<file path="src/rtl/if_stage_pkg.sv">
// Shared core definitions for the instruction fetch stage: datapath width,
// the canonical NOP encoding and the fetch FSM state type.
package if_stage_pkg;

  localparam int XLEN = 32;

  localparam logic [XLEN-1:0] NOP_INSTR = 32'h0000_0013;

  typedef enum logic [1:0] {
    ST_BOOT = 2'd0,
    ST_RUN  = 2'd1,
    ST_TRAP = 2'd2
  } fetch_state_e;

  function automatic logic is_misaligned(input logic [XLEN-1:0] addr);
    return addr[1:0] != 2'b00;
  endfunction

endpackage

</file>
<file path="src/rtl/if_stage_pc_reg.sv">
// Program counter register: loads d_i when enabled, returns to the reset
// vector on synchronous reset.
module pc_reg
  import if_stage_pkg::*;
#(
  parameter logic [XLEN-1:0] RESET_VECTOR = '0
) (
  input  logic            clk,
  input  logic            rst,
  input  logic            en_i,
  input  logic [XLEN-1:0] d_i,
  output logic [XLEN-1:0] q_o
);

  logic [XLEN-1:0] pc_q;

  always_ff @(posedge clk) begin
    if (rst) begin
      pc_q <= RESET_VECTOR;
    end else if (en_i) begin
      pc_q <= d_i;
    end
  end

  assign q_o = pc_q;

endmodule

</file>
<file path="src/rtl/if_stage.sv">
// Instruction fetch stage: zero-latency inst_mem fetch into a one-entry
// output register with decode backpressure, redirect flush and fault trap.
//
// state | meaning
// BOOT  | single idle cycle after reset, no fetch
// RUN   | fetching, stalling on backpressure, accepting redirects
// TRAP  | halted on misaligned redirect or out-of-range PC; only rst exits
module if_stage
  import if_stage_pkg::*;
#(
  parameter logic [XLEN-1:0] RESET_VECTOR = 32'h0000_0000,
  parameter int              IMEM_DEPTH   = 32
) (
  input  logic            clk,
  input  logic            rst,
  output logic [XLEN-1:0] IMEMaddr,
  input  logic [XLEN-1:0] imem_data,
  input  logic            redirect_valid,
  input  logic [XLEN-1:0] redirect_pc,
  input  logic            id_ready,
  output logic            if_valid,
  output logic [XLEN-1:0] if_instr,
  output logic [XLEN-1:0] if_pc,
  output logic [XLEN-1:0] if_pc4,
  output logic            fetch_fault,
  output logic [XLEN-1:0] fault_pc,
  output logic [XLEN-1:0] fetch_count
);

  localparam logic [XLEN-1:0] IMEM_LIMIT = XLEN'(IMEM_DEPTH * 4);

  fetch_state_e    state_q, state_d;
  logic            valid_q, valid_d;
  logic [XLEN-1:0] instr_q, instr_d;
  logic [XLEN-1:0] ipc_q, ipc_d;
  logic [XLEN-1:0] ipc4_q, ipc4_d;
  logic [XLEN-1:0] fault_pc_q, fault_pc_d;
  logic [XLEN-1:0] count_q, count_d;

  logic            pc_en;
  logic [XLEN-1:0] pc_d;
  logic [XLEN-1:0] pc_q;
  logic [XLEN-1:0] pc_plus4;
  logic            transfer;

  pc_reg #(
    .RESET_VECTOR(RESET_VECTOR)
  ) u_pc_reg (
    .clk  (clk),
    .rst  (rst),
    .en_i (pc_en),
    .d_i  (pc_d),
    .q_o  (pc_q)
  );

  assign pc_plus4 = pc_q + 32'd4;
  assign transfer = valid_q && id_ready;

  always_comb begin
    state_d    = state_q;
    valid_d    = valid_q;
    instr_d    = instr_q;
    ipc_d      = ipc_q;
    ipc4_d     = ipc4_q;
    fault_pc_d = fault_pc_q;
    count_d    = count_q;
    pc_en      = 1'b0;
    pc_d       = pc_plus4;

    case (state_q)
      ST_BOOT: begin
        state_d = ST_RUN;
      end

      ST_RUN: begin
        // The held instruction is consumed even when a redirect or trap
        // happens in the same cycle.
        if (transfer) begin
          count_d = count_q + 32'd1;
        end

        if (redirect_valid) begin
          valid_d = 1'b0;
          if (is_misaligned(redirect_pc)) begin
            state_d    = ST_TRAP;
            fault_pc_d = redirect_pc;
          end else begin
            pc_en = 1'b1;
            pc_d  = redirect_pc;
          end
        end else if (!valid_q || id_ready) begin
          if (pc_q >= IMEM_LIMIT) begin
            state_d    = ST_TRAP;
            fault_pc_d = pc_q;
            valid_d    = 1'b0;
          end else begin
            valid_d = 1'b1;
            instr_d = imem_data;
            ipc_d   = pc_q;
            ipc4_d  = pc_plus4;
            pc_en   = 1'b1;
            pc_d    = pc_plus4;
          end
        end
      end

      ST_TRAP: begin
        state_d = ST_TRAP;
      end

      default: begin
        state_d = ST_BOOT;
        valid_d = 1'b0;
      end
    endcase
  end

  always_ff @(posedge clk) begin
    if (rst) begin
      state_q    <= ST_BOOT;
      valid_q    <= 1'b0;
      instr_q    <= NOP_INSTR;
      ipc_q      <= '0;
      ipc4_q     <= '0;
      fault_pc_q <= '0;
      count_q    <= '0;
    end else begin
      state_q    <= state_d;
      valid_q    <= valid_d;
      instr_q    <= instr_d;
      ipc_q      <= ipc_d;
      ipc4_q     <= ipc4_d;
      fault_pc_q <= fault_pc_d;
      count_q    <= count_d;
    end
  end

  assign IMEMaddr    = pc_q;
  assign if_valid    = valid_q;
  assign if_instr    = instr_q;
  assign if_pc       = ipc_q;
  assign if_pc4      = ipc4_q;
  assign fetch_fault = (state_q == ST_TRAP);
  assign fault_pc    = fault_pc_q;
  assign fetch_count = count_q;

endmodule

</file>
<file path="config.mk">
export PLATFORM = sky130hd
export DESIGN_NAME = if_stage
export DESIGN_NICKNAME = d
export VERILOG_FILES = /design/src/rtl/if_stage_pkg.sv /design/src/rtl/if_stage_pc_reg.sv /design/src/rtl/if_stage.sv
export SDC_FILE = /design/constraint.sdc
export NUM_CORES = 1
export LEC_CHECK = 0
export ABC_CLOCK_PERIOD_IN_PS = 2360
export BUFFER_PORTS_ARGS = -buffer_cell sky130_fd_sc_hd__buf_2
export CORE_ASPECT_RATIO = 1.2
export CORE_MARGIN = 2
export CORE_UTILIZATION = 37
export DETAILED_ROUTE_END_ITERATION = 10
export PLACE_DENSITY = 0.68
export SLEW_MARGIN = 20
export SYNTH_ARGS = -nofsm -noshare
export SYNTH_HDL_FRONTEND = slang
export SYNTH_SLANG_ARGS = --single-unit
</file>
<file path="constraint.sdc">
create_clock -name clk -period 2.36 [get_ports clk]
set_input_delay 0.472 -clock clk [delete_from_list [all_inputs] [get_ports clk]]
set_output_delay 0.472 -clock clk [all_outputs]
set_load 0.01 [all_outputs]
</file>
After elaboration in Yosys (flattened, before gate mapping)
Cells that the tools add are included.
{"block": "totals", "register_bits": 195, "inputBits": 68, "out_inout_bits": 194, "wordCells": 53}
{"block": "op_classes", "n_addsub": 2, "order_cmp": 1, "eq_ne": 6, "muxes": 20, "bitwise_logic": 3, "n_reduce_logical": 13}
{"cell": "32-bit 2-to-1 mux", "n": 7}
{"cell": "32-bit by 1-bit adder with 32-bit output, second input constant", "n": 1}
{"cell": "32-bit by 3-bit adder with 32-bit output, second input constant", "n": 1}
{"cell": "32-bit by 8-bit >= comparator with 1-bit output, second input constant", "n": 1}
{"cell": "3-bit != test, second input constant", "n": 3}
{"cell": "2-bit 2-to-1 mux", "n": 4}
{"cell": "4-bit AND reduction", "n": 2}
{"cell": "1-bit 2-to-1 mux", "n": 7}
{"cell": "2-bit case mux with 3 select lines", "n": 1}
{"cell": "2-bit nonzero test", "n": 3}
{"cell": "2-bit AND reduction", "n": 2}
{"cell": "1-bit inverter", "n": 3}
{"cell": "3-bit AND reduction", "n": 1}
{"cell": "2-bit by 1-bit == test with 1-bit output, second input constant", "n": 1}
{"cell": "2-bit == test, second input constant", "n": 1}
{"cell": "2-bit zero test", "n": 1}
{"cell": "2-bit by 1-bit != test with 1-bit output, second input constant", "n": 1}
{"cell": "1-bit case mux with 2 select lines", "n": 1}
{"cell": "2-bit OR reduction", "n": 1}
{"cell": "1-bit logical AND", "n": 1}
{"cell": "1-bit zero test", "n": 1}
{"cell": "1-bit logical OR", "n": 1}

Logic depth before layout (Yosys ltp)
Gate-level depths: netlist (run 1).
{"block": "depth", "ltp_word": 5, "mapped_depth": 9, "depth_no_buf": 7}

Hierarchy
From an unflattened synthesis (run 1), not the netlist that was laid out.
{"block": "hier_totals", "cells_unflattened": 924, "hier_area_um2": 8079.0}
{"mod": "if_stage", "n_inst": 1, "cells_each": 821, "area_per_inst_um2": 6915.4, "seq_area_each_um2": 3223.1}
{"mod": "pc_reg", "n_inst": 1, "cells_each": 103, "area_per_inst_um2": 1163.6, "seq_area_each_um2": 640.6}

Worst setup path before layout (run 1)
No wires, ideal clock.
{"block": "synth_timing", "path_kind": "input port to flip-flop", "from": "in redirect_valid", "to": "reg fault_pc_q[0] (netlist: fault_pc[0])", "setup_ps": 136, "arrival_ps": 1847, "required_time_ps": 2224, "setup_slack_ps": 377, "stages": 8, "path_buffers": 3, "path_cell_list": "buf_2 nor4_1 nand4_1 o311a_1 buf_2 clkbuf_1 nor2_1 a211oi_1"}
{"block": "synth_between", "elab_chain_cells": 2, "word_cells_on_any_way": 5, "classes_between": "eq/ne: 1; mux: 1; reduce/logical: 3"}
{"item": "from (decl)", "line": "if_stage.sv:18", "source": "input logic redirect_valid,"}
{"item": "2-bit by 1-bit != test with 1-bit output (no source line) / 2-bit nonzero test (equally long branches)"}
{"item": "4-bit AND reduction (no source line)"}
{"item": "to (signal assigned)", "line": "if_stage.sv:133", "source": "fault_pc_q <= fault_pc_d;"}
{"item": "to (decl)", "line": "if_stage.sv:37", "source": "logic [XLEN-1:0] fault_pc_q, fault_pc_d;"}
Several ways; a longest one is shown, not always the timed one.
A chain may end at the register's enable or synchronous reset.

Final worst setup path (run 1)
{"block": "layout_timing", "from": "reg u_pc_reg.pc_q[12] (netlist: u_pc_reg.q_o[12])", "to": "reg fault_pc_q[3] (netlist: fault_pc[3])"}
{"block": "layout_between", "elab_chain_cells": 3}
{"item": "from (decl)", "line": "if_stage_pc_reg.sv:15", "source": "logic [XLEN-1:0] pc_q;"}
{"item": "from (signal assigned)", "line": "if_stage_pc_reg.sv:21", "source": "pc_q <= d_i;"}
{"item": "32-bit by 8-bit >= comparator with 1-bit output", "line": "if_stage.sv:92", "source": "if (pc_q >= IMEM_LIMIT) begin"}
{"item": "2-bit nonzero test (no source line)"}
{"item": "4-bit AND reduction (no source line)"}
No other way between the ends.

==> results of run 1 <==
==> power groups by stage <==
stage / clock [mW] / combinational, mW / sequential (mW)
after global placement: 0 / 1.82 / 3.85
after CTS: 3.02 / 1.85 / 3.79
after global routing: 3.15 / 2.01 / 3.83
after floorplan: 0 / 1.01 / 3.99
after detailed placement: 0 / 1.84 / 3.86
final: 2.94 / 1.82 / 3.79
==> synthesized netlist by cell type, types with 6 or more instances <==
| cell type | number | area (sq um) |
|---|---|---|
| dfxtp_1 | 193 | 3860 |
| nand2_1 | 125 | 469 |
| nor2_1 | 70 | 263 |
| a21oi_1 | 67 | 335 |
| and3_1 | 58 | 363 |
| nand3_1 | 47 | 235 |
| clkbuf_1 | 41 | 154 |
| mux2i_1 | 35 | 350 |
| a211oi_1 | 34 | 255 |
| xor2_1 | 24 | 210 |
| nand4_1 | 13 | 81.3 |
| xnor2_1 | 10 | 87.6 |
| buf_2 | 9 | 45.0 |
| buf_6 | 6 | 67.6 |
| ha_1 | 6 | 75.1 |
| nor4_1 | 6 | 37.5 |
==> through the flow <==
stage                     worst slack, ns  cells   util  cell area (sq um)
after CTS                           0.274   1311  0.486               9460
after global routing               0.0928   1314  0.486               9470
after detailed placement            0.301   1279  0.455               8860
final                               0.210   1314  0.486               9470
after global placement              0.284   1279  0.455               8860
after floorplan                     0.377    798      -               7300
==> placed cells by master, fill, tap and decap left out, drive strengths merged <==
master,count
o21ai,4
buf,283
nor4,9
o311a,1
and4,3
or3,2
and3,58
nand2b,1
and4b,1
nand4,14
a31oi,4
nand4b,1
inv,11
nand2,125
and2,2
clkinvlp,2
nor2,70
dfxtp,193
bufinv,2
and3b,1
xnor2,10
or2,1
mux2i,35
or4,2
nor3b,3
o31a,1
a31o,1
nor2b,1
ha,6
nor3,3
a211oi,37
diode,3
nand3,47
clkinv,5
nor4b,1
o22ai,1
o211a,1
xor2,24
a21oi,67
clkbuf,17
==> cells by family after synthesis <==
family | synth area share
simple gates | 0.229
flops | 0.529
buf+inv | 0.0447
fa+ha+maj | 0.0103
mux | 0.0480
xor+xnor | 0.0408
compound gates | 0.0982
==> worst reg2reg max path, cell delays in order (launching register included) <==
cell	delay [ns]
dfxtp_1	0.35
nor4_1	0.34
buf_4	0.17
nand4_1	0.22
o311a_2	0.49
buf_12	0.18
a211oi_1	0.30
==> area by class of cell <==
| cell class | instances | area (sq um) | share of cell area |
|---|---|---|---|
| inverters | 5 | 18.8 | 0.00198 |
| diodes | 3 | 7.51 | 0.000793 |
| multi-input cells | 537 | 3120 | 0.329 |
| well taps | 261 | 327 | 0.0345 |
| repair buffers | 283 | 1540 | 0.162 |
| flip-flops and latches | 193 | 3860 | 0.408 |
| clock buffers | 17 | 425 | 0.0449 |
| clock inverters | 15 | 175 | 0.0185 |
==> flip-flops by register name, indices dropped and copies added, names as in the netlist <==
register and cells:
state_q 2, if_pc4 30, u_pc_reg.q_o 32, if_valid 1, if_instr 32, if_pc 32, fetch_count 32, fault_pc 32
==> layer usage <==
layer  share of wire  wire length, microns  global-route usage
met1            0.45                  8970               0.229
met2            0.46                  9130               0.298
met3           0.066                  1310              0.0532
met4           0.026                   524              0.0778
met5               0                     0                   0
==> worst paths after layout <==
| kind | slack [ns] | cells after the start | from | to |
|---|---|---|---|---|
| min reg2reg | 0.45 | 2 | if_instr[20] | if_instr[20] |
| max | 0.21 | 6 | u_pc_reg.q_o[12] | fault_pc[3] |
| min | 0.26 | 3 | imem_data[0] | if_instr[0] |
| max reg2reg | 0.21 | 6 | u_pc_reg.q_o[12] | fault_pc[3] |
==> flow_metrics.tcl, run 1 <==
set metrics [dict create \
    hold_slack_ns 0.260 \
    totalWireLength_microns 19900 \
    setup-tns-final_ns 0 \
    synthesis.instances 798 \
    route.detailed.drc 0 \
    tritoncts.num_buffers 17 \
    num_rows 56 \
    type_of_destination_of_the_critical_path "register" \
    postCtsResizedCells 0 \
    drive_gt1_frac 0.311 \
    cts.sinks 193 \
    die_x_microns 132 \
    drt-pass1-iter-count 4 \
    yosys_cell_types 44 \
    timing.final.crit_share 0.911 \
    grt-ovfl-total 0 \
    cts_root_buffer "clkbuf_16" \
    syn-num-nets 872 \
    dieArea_sq_um 20900 \
    worst_path_max_fanout 64 \
    status "completed" \
    floorplan.core_area_sq_um 19500 \
    report.final.setup_viol 0 \
    ys_seq_area_frac 0.529 \
    vdd_drop_max_v 0.000502 \
    grt_pass1_vias 5927 \
    cts_setup_buffers 0 \
    timing.max_cap.violations 0 \
    ios 262 \
    slew_violations 0 \
    place_congestion 0.810 \
    syn-cell-area_sq_um 7300 \
    timing.critical_path.slowest_stage_cell "o311a_2" \
    tot_gr_track_use 0.183 \
    antenna_found_initial 3 \
    combPwrFrac 0.213 \
    grt_start_max_net_pins 119 \
    place_hpwl_microns 13800 \
    power_density_nw_per_um2 902 \
    cts-root-to-sink-buffers 2 \
    synth-edff-count 0 \
    critPathBufInv 2 \
    synth-async-reset-ratio 0 \
    detail_route.wl_per_cell_microns 15.2 \
    ctsHtreeMaxLevel 4 \
    layout-area-overhead-vs-synth_pct 29.7 \
    clk_pin_slew_ns 0.08 \
    crit_type "register to register" \
    p_sw_mw 2.66 \
    yosys_warnings 0 \
    via_density_per_instance 4.96 \
    synthFlopType "dfxtp_1" \
    worstPathArrival_ns 2.50 \
    cell_internal_pwr_mw 5.89 \
    worstHoldPathType "primary input to register" \
    clock_power_share 0.344 \
    start_util 0.375 \
    crit_path_required_time_ns 2.71 \
    hold_viol_final 0 \
    finalCriticalPeriod_ns 2.15 \
    pwr-share-seq 0.443 \
    ys_ff_latch 193 \
    sequence_of_cells_on_the_critical_path "nor4_1 -> buf_4 -> nand4_1 -> o311a_2 -> buf_12 -> a211oi_1" \
    static-leakage-power_nw 4.46 \
    achievable-frequency_mhz 465 \
    holdBufCountCts 0 \
    place.port_buffers 261 \
    remaining_antenna_violation_count 0 \
    cts_tree "done" \
    maxSlewHeadroom 0.591 \
    worst_clock_skew_ns 0.0123 \
    synth_area_per_cell_sq_um 9.15 \
    dr_total_vias 6523 \
    insertion_delay_ns 0.43 \
    setup.worst_path.start_class "register" \
    total_power_mw 8.55 \
    first_pass_grt_wire_length_microns 30700 \
    fillers 1897 \
    initialDrtViolationCount 353 \
    worstMarginPinSlew_ns 0.614 \
    crit_family "compound AO/OA/AOI/OAI gates" \
    slowest_delay_ns 0.49 \
    unrepaired_setup_endpoints_after_global_routing "false" \
    netSwitchingFraction 0.311 \
    net_total_in_the_final_layout 1111 \
    die_h_microns 158 \
]
(Power assumes the default switching activity.)
==> run 2: changes to the inputs <==
PLACE_DENSITY = unset   (was 0.68)
PLACE_DENSITY_LB_ADDON = 0.25   (was unset)
==> run 2 against run 1 <==
Against the previous run: cell count increased by 0.23%; critical path depth unchanged; worst setup slack got worse by 0.012 ns; sequential power about the same; power increased by 0.35%; fmax decreased by 0.56%; routed wire length increased by 0.48%; via count decreased by 1.9%; first-iteration DRC count decreased by 1.1%; clock power increased by 1%; critical path type unchanged; critical endpoint is now fault_pc[27]; largest cell class unchanged; largest power group unchanged; highest routed layer is now met5.
==> flow_metrics.tcl, run 2 (synthesis results as in run 1) <==
set metrics [dict create \
    status "completed" \
    cts_setup_buffers 0 \
    place.port_buffers 261 \
    cts.sinks 193 \
    remaining_antenna_violation_count 0 \
    ios 262 \
    detail_route.wl_per_cell_microns 15.2 \
    cts_root_buffer "clkbuf_16" \
    insertion_delay_ns 0.43 \
    most-common-layout-cells "buf_2, dfxtp_1, nand2_1, nor2_1, a21oi_1" \
    worstPathArrival_ns 2.50 \
    clk_pin_slew_ns 0.07 \
    place_congestion 0.815 \
    grt-ovfl-total 0 \
    slew_violations 0 \
    timing.final.crit_share 0.916 \
    drive_gt1_frac 0.312 \
    report.final.setup_viol 0 \
    antenna_found_initial 5 \
    via_density_per_instance 4.86 \
    cts-root-to-sink-buffers 2 \
    maxSlewHeadroom 0.634 \
    cts_tree "done" \
    post-route-util 0.486 \
    floorplan.core_area_sq_um 19500 \
    dr_total_vias 6402 \
    worst_path_max_fanout 52 \
    vdd_drop_max_v 0.000610 \
    tritoncts.num_buffers 17 \
    worstMarginPinSlew_ns 0.549 \
    power_density_nw_per_um2 906 \
    dieArea_sq_um 20900 \
    layout.cells.most_common "buf_2" \
    worst_clock_skew_ns 0.00787 \
    tot_gr_track_use 0.187 \
    achievable-frequency_mhz 463 \
    setup.worst_path.start_class "register" \
    layout-area-overhead-vs-synth_pct 29.7 \
    crit_path_required_time_ns 2.70 \
    reg2reg_slack_ns 0.20 \
    holdBufCountCts 0 \
    dp_cell_count 1281 \
    num_rows 56 \
    worstHoldPathType "primary input to register" \
    setup-tns-final_ns 0 \
    unrepaired_setup_endpoints_after_global_routing "false" \
    die_h_microns 158 \
    ctsHtreeMaxLevel 4 \
    route.detailed.drc 0 \
    fin_cells 1317 \
    drt-pass1-iter-count 4 \
    timing.max_cap.violations 0 \
    grt_start_max_net_pins 87 \
    static-leakage-power_nw 4.47 \
    type_of_destination_of_the_critical_path "register" \
    finalCriticalPeriod_ns 2.16 \
    crit_type "register to register" \
    start_util 0.375 \
    die_x_microns 132 \
    place_hpwl_microns 13700 \
    totalWireLength_microns 20000 \
    hold_viol_final 0 \
    first_pass_grt_wire_length_microns 31400 \
    initialDrtViolationCount 349 \
    grt_pass1_vias 5919 \
    net_total_in_the_final_layout 1113 \
]
-- run 2: worst max-delay path: stages, from the launching register on --
cell,delay (ns)
dfxtp_1,0.35
nor4_1,0.40
buf_4,0.18
nand4_1,0.21
o311a_2,0.51
buf_12,0.19
a211oi_1,0.22
-- run 2: timing repair --
item	CTS	global route
hold endpoints to repair	0	0
setup endpoints to repair	0	55
gates resized for setup	0	1
-- run 2: area by class of cell --
| class | count | area (sq um) |
|---|---|---|
| Multi-Input combinational cell | 537 | 3120 |
| Clock inverter | 12 | 148 |
| Timing Repair Buffer | 285 | 1530 |
| Tap cell | 261 | 327 |
| Clock buffer | 20 | 457 |
| Fill cell | 1946 | 10000 |
| Inverter | 5 | 18.8 |
| Antenna cell | 4 | 10.0 |
| Sequential cell | 193 | 3860 |
-- run 2: worst paths after layout --
| check | endpoint | cells past startpoint | from |
|---|---|---|---|
| worst max-delay path | fault_pc[27] | 6 | u_pc_reg.q_o[12] |
| worst min-delay path | if_instr[4] | 3 | imem_data[4] |
| worst max register to register | fault_pc[27] | 6 | u_pc_reg.q_o[12] |
| worst min register to register | if_instr[5] | 2 | if_instr[5] |
-- run 2: where the power goes --
part / switching [mW] / leakage [nW] / internal (mW)
logic: 1.12 / 2.61 / 0.699
clock network: 1.33 / 0.301 / 1.65
registers: 0.199 / 1.56 / 3.59
-- run 2: per-layer routing --
metal | up-vias | GRT usage | wire [microns]
li1 | 3237 | - | -
met1 | 2963 | 0.235 | 8930
met2 | 178 | 0.302 | 9320
met3 | 22 | 0.0660 | 1440
met4 | 2 | 0.0599 | 320
met5 | - | 0 | 11
-- run 2: stage by stage --
step	setup WS, ns	power [mW]	instance area [sq um]	hold slack, ns
finish	0.198	8.58	9470	0.258
global placement	0.213	5.67	8850	0.435
detailed placement	0.168	5.69	8850	0.441
CTS	0.130	8.68	9460	0.234
floorplan	0.377	5.00	7300	0.455
global route	0.00168	9.05	9470	0.249
==> run 3: changes to the inputs <==
ABC_CLOCK_PERIOD_IN_PS = 1820   (was 2360)
clock period = 1.82 ns   (was 2.36 ns; I/O delays follow)
==> run 3 against run 2 <==
Against the previous run: combinational power rose by 82%; largest power group unchanged; the flow now finishes with violations (setup timing); worst setup slack got worse by 0.32 ns; routed wire length rose by 10%; fmax rose by 12%; critical path depth did not move; core utilization rose by 5.5 points; power rose by 38%; register-to-register slack got worse by 0.32 ns; critical path type unchanged; via count rose by 5.1%.
==> flow_metrics.tcl, run 3 (synthesis results as in run 1) <==
set metrics [dict create \
    finalCriticalPeriod_ns 1.94 \
    static-leakage-power_nw 4.89 \
    dieArea_sq_um 20900 \
    tritoncts.num_buffers 17 \
    setup-tns-final_ns -11.26 \
    layout-area-overhead-vs-synth_pct 44.5 \
    route.detailed.drc 0 \
    detail_route.wl_per_cell_microns 16.1 \
    start_util 0.375 \
    reg2reg_slack_ns -0.12 \
    vdd_drop_max_v 0.000734 \
    initialDrtViolationCount 313 \
    place_hpwl_microns 14300 \
    place.port_buffers 261 \
    ff2ff_path_depth 6 \
    num_rows 56 \
    cts_tree "done" \
    maxSlewHeadroom 0.752 \
    cts_root_buffer "clkbuf_16" \
    cts.sinks 193 \
    remaining_antenna_violation_count 0 \
    dr_total_vias 6728 \
    hold_viol_final 0 \
    net_total_in_the_final_layout 1170 \
    grt-ovfl-total 0 \
    critical_path.startpoint "u_pc_reg.q_o[23]" \
    type_of_destination_of_the_critical_path "register" \
    antenna_found_initial 1 \
    die_x_microns 132 \
    timing.critical_path.to "fault_pc[14]" \
    grt_start_max_net_pins 58 \
    drt-pass1-iter-count 7 \
    failed_checks "setup timing" \
    holdBufCountCts 0 \
    floorplan.core_area_sq_um 19500 \
    achievable-frequency_mhz 516 \
    most-common-layout-cells "buf_2, dfxtp_1, nand2_1, buf_4" \
    layout.cells.most_common "buf_2" \
    place_congestion 0.787 \
    crit-reg2reg-capture "fault_pc[14]" \
    report.final.setup_viol 154 \
    placement.setup.worst_slack_ns -0.174 \
    worstPathArrival_ns 2.24 \
    ctsHtreeMaxLevel 4 \
    fin_cells 1371 \
    power_density_nw_per_um2 1120 \
    drive_gt1_frac 0.424 \
    status "finished, violations left" \
    ios 262 \
    first_pass_grt_wire_length_microns 33900 \
    worstMarginPinSlew_ns 0.372 \
    slew_violations 0 \
    via_density_per_instance 4.91 \
    worst_clock_skew_ns 0.0109 \
    crit_path_required_time_ns 2.12 \
    dp_cell_count 1327 \
    setup.worst_path.start_class "register" \
    clk_pin_slew_ns 0.07 \
    total_power_mw 11.9 \
    totalWireLength_microns 22100 \
    tot_gr_track_use 0.203 \
    unrepaired_setup_endpoints_after_global_routing "true" \
    post-route-util 0.541 \
    insertion_delay_ns 0.42 \
    cts-root-to-sink-buffers 2 \
    timing.max_cap.violations 0 \
    worst_path_max_fanout 19 \
    timing.final.ws_setup_ns -0.119 \
    timing.rr.start "u_pc_reg.q_o[23]" \
    die_h_microns 158 \
    crit_type "register to register" \
    grt_pass1_vias 6421 \
    worstHoldPathType "primary input to register" \
    timing.final.crit_share 1.07 \
]
-- run 3: cell count changes in the layout (fill, tap and decap cells not counted), sizes merged --
cell      previous run  this run
buf                285       339
inv                 11         7
clkbuf              20        23
clkinvlp             0         3
diode                4         1
clkinv               4         5
-- run 3: worst max-delay path, cell delays in order (launching register included) --
cell	delay, ns
dfxtp_2	0.32
or4_4	0.53
buf_4	0.17
o311a_4	0.43
buf_12	0.18
nor2_1	0.12
a211oi_2	0.06
-- run 3: how the worst min path moves through the flow --
stage | start | cells after the start | endpoint | slack [ns]
final | imem_data[1] | 3 | if_instr[1] | 0.16
after global routing | imem_data[1] | 3 | if_instr[1] | 0.15
after CTS | imem_data[1] | 3 | if_instr[1] | 0.13
after detailed placement | if_pc[2] | 2 | if_pc[2] | 0.44
after global placement | if_instr[9] | 2 | if_instr[9] | 0.44
after floorplan | state_q[1] | 2 | state_q[1] | 0.45
-- run 3: routing by layer --
metal | GRT usage | vias to the layer above | part of all wire
li1 | - | 3343 | -
met1 | 0.251 | 3153 | 0.43
met2 | 0.334 | 203 | 0.48
met3 | 0.0628 | 29 | 0.067
met4 | 0.0732 | 0 | 0.022
met5 | 0 | - | 0
-- run 3: repair_timing --
| action | 4_1_cts | 5_1_grt |
|---|---|---|
| cloned | 4 | 3 |
| gates resized for setup | 30 | 75 |
| setup endpoints to repair | 158 | 169 |
| buffers inserted | 3 | 2 |
| pin swaps | 15 | 29 |
-- run 3: final cells by class --
cell class / instances / area [sq um]
antenna: 1 / 2.50
clock buffer: 20 / 437
clock inverter: 12 / 133
fill: 1833 / 8930
inverter: 5 / 18.8
multi-input combinational: 537 / 3530
sequential: 193 / 3870
tap: 261 / 327
timing repair buffer: 342 / 2230
-- run 3: report_power, final --
part           internal [mW]  total [mW]  switching, mW
Combinational           1.48        3.29           1.82
Sequential              4.65        4.90          0.246
Clock                   2.03        3.67           1.64
-- run 3: stage by stage --
step	instance area (sq um)	hold WS, ns
after global placement	9320	0.435
after global routing	10500	0.151
after floorplan	7340	0.455
final	10500	0.156
after CTS	10100	0.132
after detailed placement	9320	0.440
